$ cat src/rtl/midi_pkg.sv
`default_nettype none
// ============================================================================
// Module      : midi_pkg
// Description : Shared definitions for the MIDI receive FIFO block:
//               register offsets, STATUS/CTRL bit positions, receiver FSM
//               state encoding and the STATUS count saturation helper.
// Revision    : 1.0 - initial release
// ============================================================================
package midi_pkg;

  // Register select values (reg_sel)
  localparam logic REG_DATA   = 1'b0;
  localparam logic REG_STATUS = 1'b1;

  // STATUS register bit positions; bits [2:0] carry the saturated count
  localparam int STAT_AVAIL   = 7;
  localparam int STAT_FULL    = 6;
  localparam int STAT_OVERRUN = 5;
  localparam int STAT_FRAMING = 4;
  localparam int STAT_IRQ_EN  = 3;

  // CTRL register bit positions
  localparam int CTRL_IRQ_EN  = 0;
  localparam int CTRL_FLUSH   = 6;
  localparam int CTRL_CLEAR   = 7;

  // Serial receiver states
  typedef enum logic [1:0] {
    RX_IDLE  = 2'd0,
    RX_START = 2'd1,
    RX_DATA  = 2'd2,
    RX_STOP  = 2'd3
  } rx_state_t;

  // The STATUS register only has three bits of count; a full 8-deep FIFO
  // reports 7 there and relies on the FULL bit to disambiguate.
  function automatic logic [2:0] sat_count3(input int unsigned n);
    return (n > 32'd7) ? 3'd7 : 3'(n);
  endfunction

endpackage
`default_nettype wire

$ cat src/rtl/byte_fifo.sv
`default_nettype none
// ============================================================================
// Module      : byte_fifo
// Description : Circular byte buffer for the MIDI receiver.
//               A push while full is dropped unless a pop happens on the
//               same edge, in which case both take effect. A pop while
//               empty is ignored. Flush returns pointers and count to zero.
//               Storage is not reset; an empty FIFO masks its contents.
// Ports       : clock  - system clock
//               reset  - asynchronous active-low reset
//               push   - write wdata at the tail
//               pop    - advance the head
//               flush  - discard all contents (highest priority)
//               wdata  - byte to push
//               rdata  - byte at the head (meaningless when empty)
//               full   - count == DEPTH
//               empty  - count == 0
//               count  - number of bytes held
// Revision    : 1.0 - initial release
// ============================================================================
module byte_fifo #(
  parameter int DEPTH = 8
) (
  input  logic                     clock,
  input  logic                     reset,
  input  logic                     push,
  input  logic                     pop,
  input  logic                     flush,
  input  logic [7:0]               wdata,
  output logic [7:0]               rdata,
  output logic                     full,
  output logic                     empty,
  output logic [$clog2(DEPTH):0]   count
);

  localparam int AW = $clog2(DEPTH);
  localparam int CW = AW + 1;

  logic [7:0]    mem [DEPTH];
  logic [AW-1:0] rd_ptr;
  logic [AW-1:0] wr_ptr;
  logic          do_push;
  logic          do_pop;

  assign full  = (count == CW'(DEPTH));
  assign empty = (count == '0);

  // A pop on the same edge frees the slot the push needs, so a full FIFO
  // still accepts the new byte in that case.
  assign do_pop  = pop  & ~empty;
  assign do_push = push & (~full | do_pop);

  assign rdata = mem[rd_ptr];

  always_ff @(posedge clock or negedge reset) begin
    if (!reset) begin
      rd_ptr <= '0;
      wr_ptr <= '0;
      count  <= '0;
    end else if (flush) begin
      rd_ptr <= '0;
      wr_ptr <= '0;
      count  <= '0;
    end else begin
      // DEPTH is a power of two, so pointer overflow is the modulo wrap
      if (do_push) begin
        wr_ptr <= wr_ptr + AW'(1);
      end
      if (do_pop) begin
        rd_ptr <= rd_ptr + AW'(1);
      end
      case ({do_push, do_pop})
        2'b10:   count <= count + CW'(1);
        2'b01:   count <= count - CW'(1);
        default: count <= count;
      endcase
    end
  end

  // Storage array without reset
  always_ff @(posedge clock) begin
    if (do_push && !flush) begin
      mem[wr_ptr] <= wdata;
    end
  end

endmodule
`default_nettype wire

$ cat src/rtl/midi_rx_fifo.sv
`default_nettype none
// ============================================================================
// Module      : midi_rx_fifo
// Description : MIDI serial receiver (8N1, LSB first) with a receive FIFO
//               and a two-register CPU interface.
//                 DATA   (reg_sel=0) read : head byte, pops once per read
//                                   write : ignored
//                 STATUS (reg_sel=1) read : {avail, full, overrun,
//                                            framing_err, irq_en, count[2:0]}
//                 CTRL   (reg_sel=1) write: bit0 irq_en, bit6 flush,
//                                           bit7 clear error flags
// Ports       : clock    - system clock
//               reset    - asynchronous active-low reset
//               rxd_in   - asynchronous serial input, idle high
//               cs       - register select strobe
//               r_w      - 1 = read, 0 = write
//               reg_sel  - 0 = DATA, 1 = STATUS/CTRL
//               data_in  - CPU write data
//               data_out - CPU read data, 0x00 unless cs & r_w
//               irq_n    - active-low interrupt, registered
// Revision    : 1.0 - initial release
// ============================================================================
module midi_rx_fifo
  import midi_pkg::*;
#(
  parameter int BIT_CLKS   = 32,
  parameter int FIFO_DEPTH = 8
) (
  input  logic       clock,
  input  logic       reset,
  input  logic       rxd_in,
  input  logic       cs,
  input  logic       r_w,
  input  logic       reg_sel,
  input  logic [7:0] data_in,
  output logic [7:0] data_out,
  output logic       irq_n
);

  localparam int CNT_W = $clog2(BIT_CLKS + 1);
  localparam int FCW   = $clog2(FIFO_DEPTH) + 1;

  localparam logic [CNT_W-1:0] HALF_LOAD = CNT_W'(BIT_CLKS / 2 - 1);
  localparam logic [CNT_W-1:0] FULL_LOAD = CNT_W'(BIT_CLKS - 1);
  localparam logic [CNT_W-1:0] CNT_ONE   = CNT_W'(1);

  // --------------------------------------------------------------------------
  // Input synchronizer and edge detect
  // --------------------------------------------------------------------------
  logic sync_meta;
  logic sync_rx;
  logic rx_prev;

  // All three flops reset high so leaving reset never looks like a start edge
  always_ff @(posedge clock or negedge reset) begin
    if (!reset) begin
      sync_meta <= 1'b1;
      sync_rx   <= 1'b1;
      rx_prev   <= 1'b1;
    end else begin
      sync_meta <= rxd_in;
      sync_rx   <= sync_meta;
      rx_prev   <= sync_rx;
    end
  end

  logic start_edge;
  assign start_edge = rx_prev & ~sync_rx;

  // --------------------------------------------------------------------------
  // Serial receiver
  // --------------------------------------------------------------------------
  rx_state_t        state;
  logic [CNT_W-1:0] bit_cnt;
  logic [2:0]       bit_idx;
  logic [7:0]       shift_reg;
  logic             push_req;
  logic             frame_err_pulse;

  // Only a true 1->0 transition leaves IDLE, so a line held low after a
  // framing error (a break) cannot restart the receiver and report again.
  always_ff @(posedge clock or negedge reset) begin
    if (!reset) begin
      state           <= RX_IDLE;
      bit_cnt         <= '0;
      bit_idx         <= '0;
      shift_reg       <= '0;
      push_req        <= 1'b0;
      frame_err_pulse <= 1'b0;
    end else begin
      push_req        <= 1'b0;
      frame_err_pulse <= 1'b0;
      case (state)
        RX_IDLE: begin
          if (start_edge) begin
            state   <= RX_START;
            bit_cnt <= HALF_LOAD;
          end
        end

        RX_START: begin
          // Re-check the line in mid start bit to reject short glitches
          if (bit_cnt == '0) begin
            if (!sync_rx) begin
              state   <= RX_DATA;
              bit_cnt <= FULL_LOAD;
              bit_idx <= '0;
            end else begin
              state   <= RX_IDLE;
            end
          end else begin
            bit_cnt <= bit_cnt - CNT_ONE;
          end
        end

        RX_DATA: begin
          if (bit_cnt == '0) begin
            shift_reg <= {sync_rx, shift_reg[7:1]};
            bit_cnt   <= FULL_LOAD;
            if (bit_idx == 3'd7) begin
              state   <= RX_STOP;
            end else begin
              bit_idx <= bit_idx + 3'd1;
            end
          end else begin
            bit_cnt <= bit_cnt - CNT_ONE;
          end
        end

        RX_STOP: begin
          if (bit_cnt == '0) begin
            if (sync_rx) begin
              push_req        <= 1'b1;
            end else begin
              frame_err_pulse <= 1'b1;
            end
            state <= RX_IDLE;
          end else begin
            bit_cnt <= bit_cnt - CNT_ONE;
          end
        end

        default: state <= RX_IDLE;
      endcase
    end
  end

  // --------------------------------------------------------------------------
  // Register interface decode
  // --------------------------------------------------------------------------
  logic data_rd;
  logic data_rd_prev;
  logic ctrl_wr;
  logic pop;
  logic flush;
  logic clear_flags;

  assign data_rd     = cs & r_w & (reg_sel == REG_DATA);
  assign ctrl_wr     = cs & ~r_w & (reg_sel == REG_STATUS);
  // A read held for several cycles consumes exactly one byte
  assign pop         = data_rd & ~data_rd_prev;
  assign flush       = ctrl_wr & data_in[CTRL_FLUSH];
  assign clear_flags = ctrl_wr & data_in[CTRL_CLEAR];

  logic unused_ctrl_bits;
  assign unused_ctrl_bits = ^data_in[5:1];

  // --------------------------------------------------------------------------
  // Receive FIFO
  // --------------------------------------------------------------------------
  logic [7:0]     fifo_rdata;
  logic           fifo_full;
  logic           fifo_empty;
  logic [FCW-1:0] fifo_count;

  byte_fifo #(
    .DEPTH (FIFO_DEPTH)
  ) u_fifo (
    .clock (clock),
    .reset (reset),
    .push  (push_req),
    .pop   (pop),
    .flush (flush),
    .wdata (shift_reg),
    .rdata (fifo_rdata),
    .full  (fifo_full),
    .empty (fifo_empty),
    .count (fifo_count)
  );

  // --------------------------------------------------------------------------
  // Flags, interrupt enable and interrupt output
  // --------------------------------------------------------------------------
  logic overrun;
  logic framing_err;
  logic irq_en;
  logic avail;
  logic overrun_set;

  assign avail = ~fifo_empty;
  // A pop on the same edge makes room, so that push is not an overrun
  assign overrun_set = push_req & fifo_full & ~pop & ~flush;

  // A new error on the same edge as a clear wins, so no event is lost
  always_ff @(posedge clock or negedge reset) begin
    if (!reset) begin
      data_rd_prev <= 1'b0;
      overrun      <= 1'b0;
      framing_err  <= 1'b0;
      irq_en       <= 1'b0;
      irq_n        <= 1'b1;
    end else begin
      data_rd_prev <= data_rd;
      if (ctrl_wr) begin
        irq_en <= data_in[CTRL_IRQ_EN];
      end
      overrun     <= (overrun & ~clear_flags) | overrun_set;
      framing_err <= (framing_err & ~clear_flags) | frame_err_pulse;
      irq_n       <= ~(irq_en & (avail | overrun | framing_err));
    end
  end

  // --------------------------------------------------------------------------
  // Read data mux
  // --------------------------------------------------------------------------
  logic [7:0] status;

  always_comb begin
    status               = '0;
    status[STAT_AVAIL]   = avail;
    status[STAT_FULL]    = fifo_full;
    status[STAT_OVERRUN] = overrun;
    status[STAT_FRAMING] = framing_err;
    status[STAT_IRQ_EN]  = irq_en;
    status[2:0]          = sat_count3(32'(fifo_count));
  end

  always_comb begin
    data_out = 8'h00;
    if (cs && r_w) begin
      if (reg_sel == REG_STATUS) begin
        data_out = status;
      end else if (!fifo_empty) begin
        data_out = fifo_rdata;
      end
    end
  end

endmodule
`default_nettype wire
$ cat config.mk
export PLATFORM = sky130hd
export DESIGN_NAME = midi_rx_fifo
export DESIGN_NICKNAME = d
export VERILOG_FILES = /design/src/rtl/midi_pkg.sv /design/src/rtl/byte_fifo.sv /design/src/rtl/midi_rx_fifo.sv
export SDC_FILE = /design/constraint.sdc
export NUM_CORES = 1
export LEC_CHECK = 0
export CAP_MARGIN = 20
export CELL_PAD_IN_SITES_DETAIL_PLACEMENT = 0
export CELL_PAD_IN_SITES_GLOBAL_PLACEMENT = 1
export CORE_UTILIZATION = 35
export DETAILED_ROUTE_END_ITERATION = 8
export PLACE_DENSITY_LB_ADDON = 0.1
export SETUP_SLACK_MARGIN = 0.1
export SYNTH_ARGS = -nofsm -noshare
export SYNTH_HDL_FRONTEND = slang
export SYNTH_SLANG_ARGS = --single-unit
$ cat constraint.sdc
create_clock -name clock -period 3.55 [get_ports clock]
set_clock_uncertainty 0.2 [all_clocks]
set_input_delay 0.71 -clock clock [delete_from_list [all_inputs] [get_ports clock]]
set_output_delay 0.71 -clock clock [all_outputs]
set_load 0.01 [all_outputs]
* Word level (Yosys, flattened, before mapping)
Memories as Yosys holds them, arrays and structs flattened. Cells that the tools add are included.
Storage, ports and cells: output and inout port bits 9, register bits 39, bits of input ports 14, memories kept 1, memory bits (read-only) 0, latch bits 0, bits in writable memories 64, word-level logic and storage cells 122
Cells by class: reduce and logical (&&, ||, !) cells 14, divide/modulo/power cells 0, multipliers 0, shift-type cells 0, bitwise gates (word level) 31, equal/unequal tests 16, order comparisons 1, add/sub/neg operators 6, multiplexer cells 36
Memory list:
- u_fifo.mem | depth 8, width 8, rd ports 1, clocked after Yosys merged registers in 0, wr ports 1, line byte_fifo.sv:39 | logic [7:0] mem [DEPTH];
Operators with widths (count):
- 2-to-1 mux 6 bit | 5
- 2-to-1 mux 3 bit | 9
- 2-to-1 mux 8 bit | 3
- case mux 6 bit (4 select lines) | 1
- AND 1 bit | 16
- != test 2 bit, second input constant | 8
- 2-to-1 mux 2 bit | 6
- NOT 1 bit | 10
- AND reduction 5 bit | 2
- adder 3 x 1 -> 3 bit, second input constant | 3
- 2-to-1 mux 1 bit | 8
- case mux 2 bit (4 select lines) | 1
- case mux 4 bit (2 select lines) | 1
- == test 2 bit, second input constant | 3
- logical NOT 6 bit | 1
- case mux 3 bit (2 select lines) | 1
- nonzero test 2 bit | 3
- subtractor 6 x 1 -> 6 bit, second input constant | 1
- bitwise OR 1 bit | 5
- adder 4 x 1 -> 4 bit, second input constant | 1
- == test 2 x 1 -> 1 bit, second input constant | 2
- == test 4 bit, second input constant | 1
- > comparator 4 x 3 -> 1 bit, second input constant | 1
- logical NOT 4 bit | 1
- other kinds (10) | 11

* Longest topological paths before layout
depth after elaboration 9, depth in mapped cells 9, mapped depth without buffers 8

* Cells and area by module
Synthesis repeated with hierarchy kept, for this count alone.
Unflattened totals: cells, all modules 323, area, all modules 4739.5 um^2
By module, submodules not included:
- byte_fifo | sequential area each 2172.1 um^2, cells each 171, area each 3168.0 um^2, times used 1
- midi_rx_fifo | sequential area each 730.7 um^2, cells each 152, area each 1571.5 um^2, times used 1

* Worst setup path before layout
Ideal clock, no wire load.
path type register to register, start register u_fifo.count[1], end register u_fifo.count[3], data arrival time 2316 ps, required time 3272 ps, library setup time 78 ps, stages on the path, launching flop included 10, clock period less this slack 2594 ps, path buffers 1, slack 956 ps, path through dfrtp_1 > buf_2 > nor4_1 > nor3_2 > ha_1 > a31oi_1 > a31oi_1 > a31oi_1 > or3_1 > a21oi_1
Between the ends: cells in the longest elaborated chain, start to end 8, elaborated cells on any way between the ends 14, those cells by class 2 x add/sub; 3 x eq/ne; 2 x mux; 5 x bitwise; 2 x reduce/logical
RTL lines:
- from (decl) | line byte_fifo.sv:33 | output logic [$clog2(DEPTH):0] count
- from (signal assigned) | line byte_fifo.sv:73 | 2'b10: count <= count + CW'(1);
- from (signal assigned) | line byte_fifo.sv:74 | 2'b01: count <= count - CW'(1);
- from (signal assigned) | line byte_fifo.sv:75 | default: count <= count;
- logical NOT 4 bit | line byte_fifo.sv:46 | assign empty = (count == '0);
- NOT 1 bit | line byte_fifo.sv:50 | assign do_pop = pop & ~empty;
- AND 1 bit | line byte_fifo.sv:50
- bitwise OR 1 bit | line byte_fifo.sv:51 | assign do_push = push & (~full | do_pop);
- AND 1 bit | line byte_fifo.sv:51
- == test 2 x 1 -> 1 bit / == test 2 bit (equally long branches) | line byte_fifo.sv:72 | case ({do_push, do_pop})
- case mux 4 bit (2 select lines) | line byte_fifo.sv:72
- 2-to-1 mux 4 bit | line byte_fifo.sv:60 | end else if (flush) begin
Parallel ways exist; a longest one is shown, timed or not. A chain may end at the register's enable or synchronous reset.

* Final worst setup path
start input r_w, end output data_out[5]
Between the ends: cells in the longest elaborated chain, start to end 2
RTL lines:
- from (decl) | line midi_rx_fifo.sv:33 | input logic r_w,
- logical AND 1 bit | line midi_rx_fifo.sv:240 | if (cs && r_w) begin
- 2-to-1 mux 8 bit | line midi_rx_fifo.sv:240
- to (decl) | line midi_rx_fifo.sv:36 | output logic [7:0] data_out,
No other way between the ends.

==> qor.yml <==
power_per_cell_area_nw_per_um2: 641
synth-edff-count: 64
areaGrowthSynthToFinish_pct: 18.3
antenna_found_initial: 0
yosys.area.top_type: "edfxtp_1"
wl_um: 9230
final_common_cell: "edfxtp_1"
largest_reg_flops: 64
hold_end: "sync_rx"
first_iter_violations: 146
routed_via_density: 4.96
ant_nets: 0
grt_pass1_wl_um: 14800
relSlewSlack_pct: 61.0
hold_path_class: "reg -> reg"
insertion_delay_ps: 350
finalSetupViolCount: 0
rsz0062_at_grt: "no"
n_fill_cell: 1187
cts_tree: "built"
cts.clk_slew.worst_paths_ps: 70
grt_max_degree: 40
critical_path_class: "in -> out"
holdWs_ps: 156
fmax_mhz: 299
place_congestion: 0.733
grt-ovfl-total: 0
die_area_sq_um: 13400
ys_types: 47
fin_area_sq_um: 5350
r2r_cells: 7
ys.flop_type: "edfxtp_1"
r2r-start: "state[0]"
synthArstFlopShare_pct: 37.9
cts_htree_levels: 3
hpwlAfterDp_um: 6230
crit_arrival_ps: 2440
die_x_um: 116
final_core_util_pct: 42.4
drive_above_1_share_pct: 20.5
fin_cells: 533
synthXorXnorAreaFrac_pct: 1.36
drcViolationCount: 0
core_region_area_sq_um: 12600
numCtsBuffers: 9
syn-cell-area_sq_um: 4520
cts-root-buf: "clkbuf_16"
synth_top_family_by_area: "multiplexers"
synth_compound_area_share_pct: 7.05
layout_common_cells: "edfxtp_1 (64), dfrtp_1 (34), nor2_1 (29)"
die_y_um: 116
synth_adder_area_share_pct: 3.32
cts_buffer_depth: 2
leakage_uw: 0.00207
wire_per_inst_um: 17.3
status: "finished clean"
end_kind: "output port"
cp-start-kind: "input pin"
syn_avg_cell_area_sq_um: 14.2
postCtsSetupBuffers: 0
cts.sinks: 103
synth_top_area_share_pct: 42.5
worst-path-max-fanout: 5
slew_viol_final: 0
pin_count: 23
start_util_pct: 35.9
firstDrtPassIters: 4
rows: 41
placed_cell_area_sq_um: 5010
hold_viol: 0
dp.cells: 515
synth_nets: 345
tns_ps: 0
grt.total_usage_pct: 15.4
portBuffers: 17
yosys.area_share.simple_pct: 9.90
period_share_pct: 94.3
min_period_ps: 3350
yosys_warnings: 0
vias: 2645
ys_ff_latch: 103
whs_path_depth: 0
n_antenna_cell: 0
worstMarginPinSlew_ps: 578
nets: 382
rrSetupSlack_ps: 1020
syn-instance-count: 319
synth_area_leaders: "edfxtp_1 (42%), dfrtp_1 (19%), mux4_2 (8.0%), ha_1 (3.3%), nor2_1 (2.4%)"
grt_pass1_vias: 2614
synth_mux_area_share_pct: 12.2
r2r_end: "bit_cnt[3]"
cap_violations: 0
ir_worst_vdd_mv: 0.385
ys_seq_area_share_pct: 64.2
worst_hold_startpoint: "sync_meta"
critPathRequiredTime_ps: 2640
worst max-delay path, stage by stage:
cell and delay, ps:
clkdlybuf4s50_1 480, nand2_1 130, or3_4 370, o21ai_0 180
clkdlybuf4s50_1 560
metal layers:
metal	vias up	global-route usage, %	part of all wire (%)
li1	1269	-	-
met3	12	3.19	3.1
met1	1326	20.7	47
met2	38	24.4	49
met5	-	0	0
met4	0	6.15	1.3
what timing repair did:
| action | in CTS | in global routing |
|---|---|---|
| gates resized for setup | 1 | 3 |
| pin swaps | 0 | 0 |
| setup endpoints to repair | 1 | 5 |
| hold buffers | 0 | 1 |
| endpoints found under the hold margin | 0 | 1 |
worst max-delay path by stage:
stage	from	end	slack, ps
final	r_w	data_out[5]	200
after global routing	r_w	data_out[5]	90
after CTS	reg_sel	data_out[4]	140
after detailed placement	reg_sel	data_out[4]	150
after global placement	reg_sel	data_out[1]	150
after floorplan	u_fifo.count[1]	u_fifo.count[3]	960
power breakdown:
| group | leakage [uW] | internal, uW | switching [uW] |
|---|---|---|---|
| combinational | 0.000803 | 455 | 485 |
| sequential | 0.00112 | 1360 | 120 |
| clock | 0.000148 | 557 | 457 |
| total | 0.00207 | 2370 | 1060 |
through the flow:
stage                     setup WS (ps)  power [uW]
after floorplan                     956        2150
after global placement              146        2450
after detailed placement            149        2450
after CTS                           142        3480
after global routing               89.9        3640
final                               203        3430
final cells by class:
class,instances,area [sq um],share of cell area [%]
Clock inverter,7,80.1,1.50
Sequential cell,103,2900,54.3
Timing Repair Buffer,37,348,6.50
Tap cell,172,215,4.02
Multi-Input combinational cell,193,1540,28.7
Inverter,12,45.0,0.842
Clock buffer,9,225,4.21
Yosys cell counts, types with 5 or more instances:
cell type  number
xor2_1          5
nand3_1         8
edfxtp_1       64
inv_1          12
ha_1           12
nor3_1          9
mux4_2         16
o21ai_0        16
mux2_2          9
clkbuf_1        7
nor2_1         29
mux2i_1         9
a21oi_1         9
dfrtp_1        35
nand2_1        21
cells by family (layout without fill, tap and decap cells):
family | count (synthesis) | in the layout
flops | 103 | 103
simple gates | 91 | 91
compound gates | 49 | 49
mux | 34 | 34
buf+inv | 23 | 65
fa+ha+maj | 12 | 12
xor+xnor | 7 | 7
(Power assumes the default switching activity.)
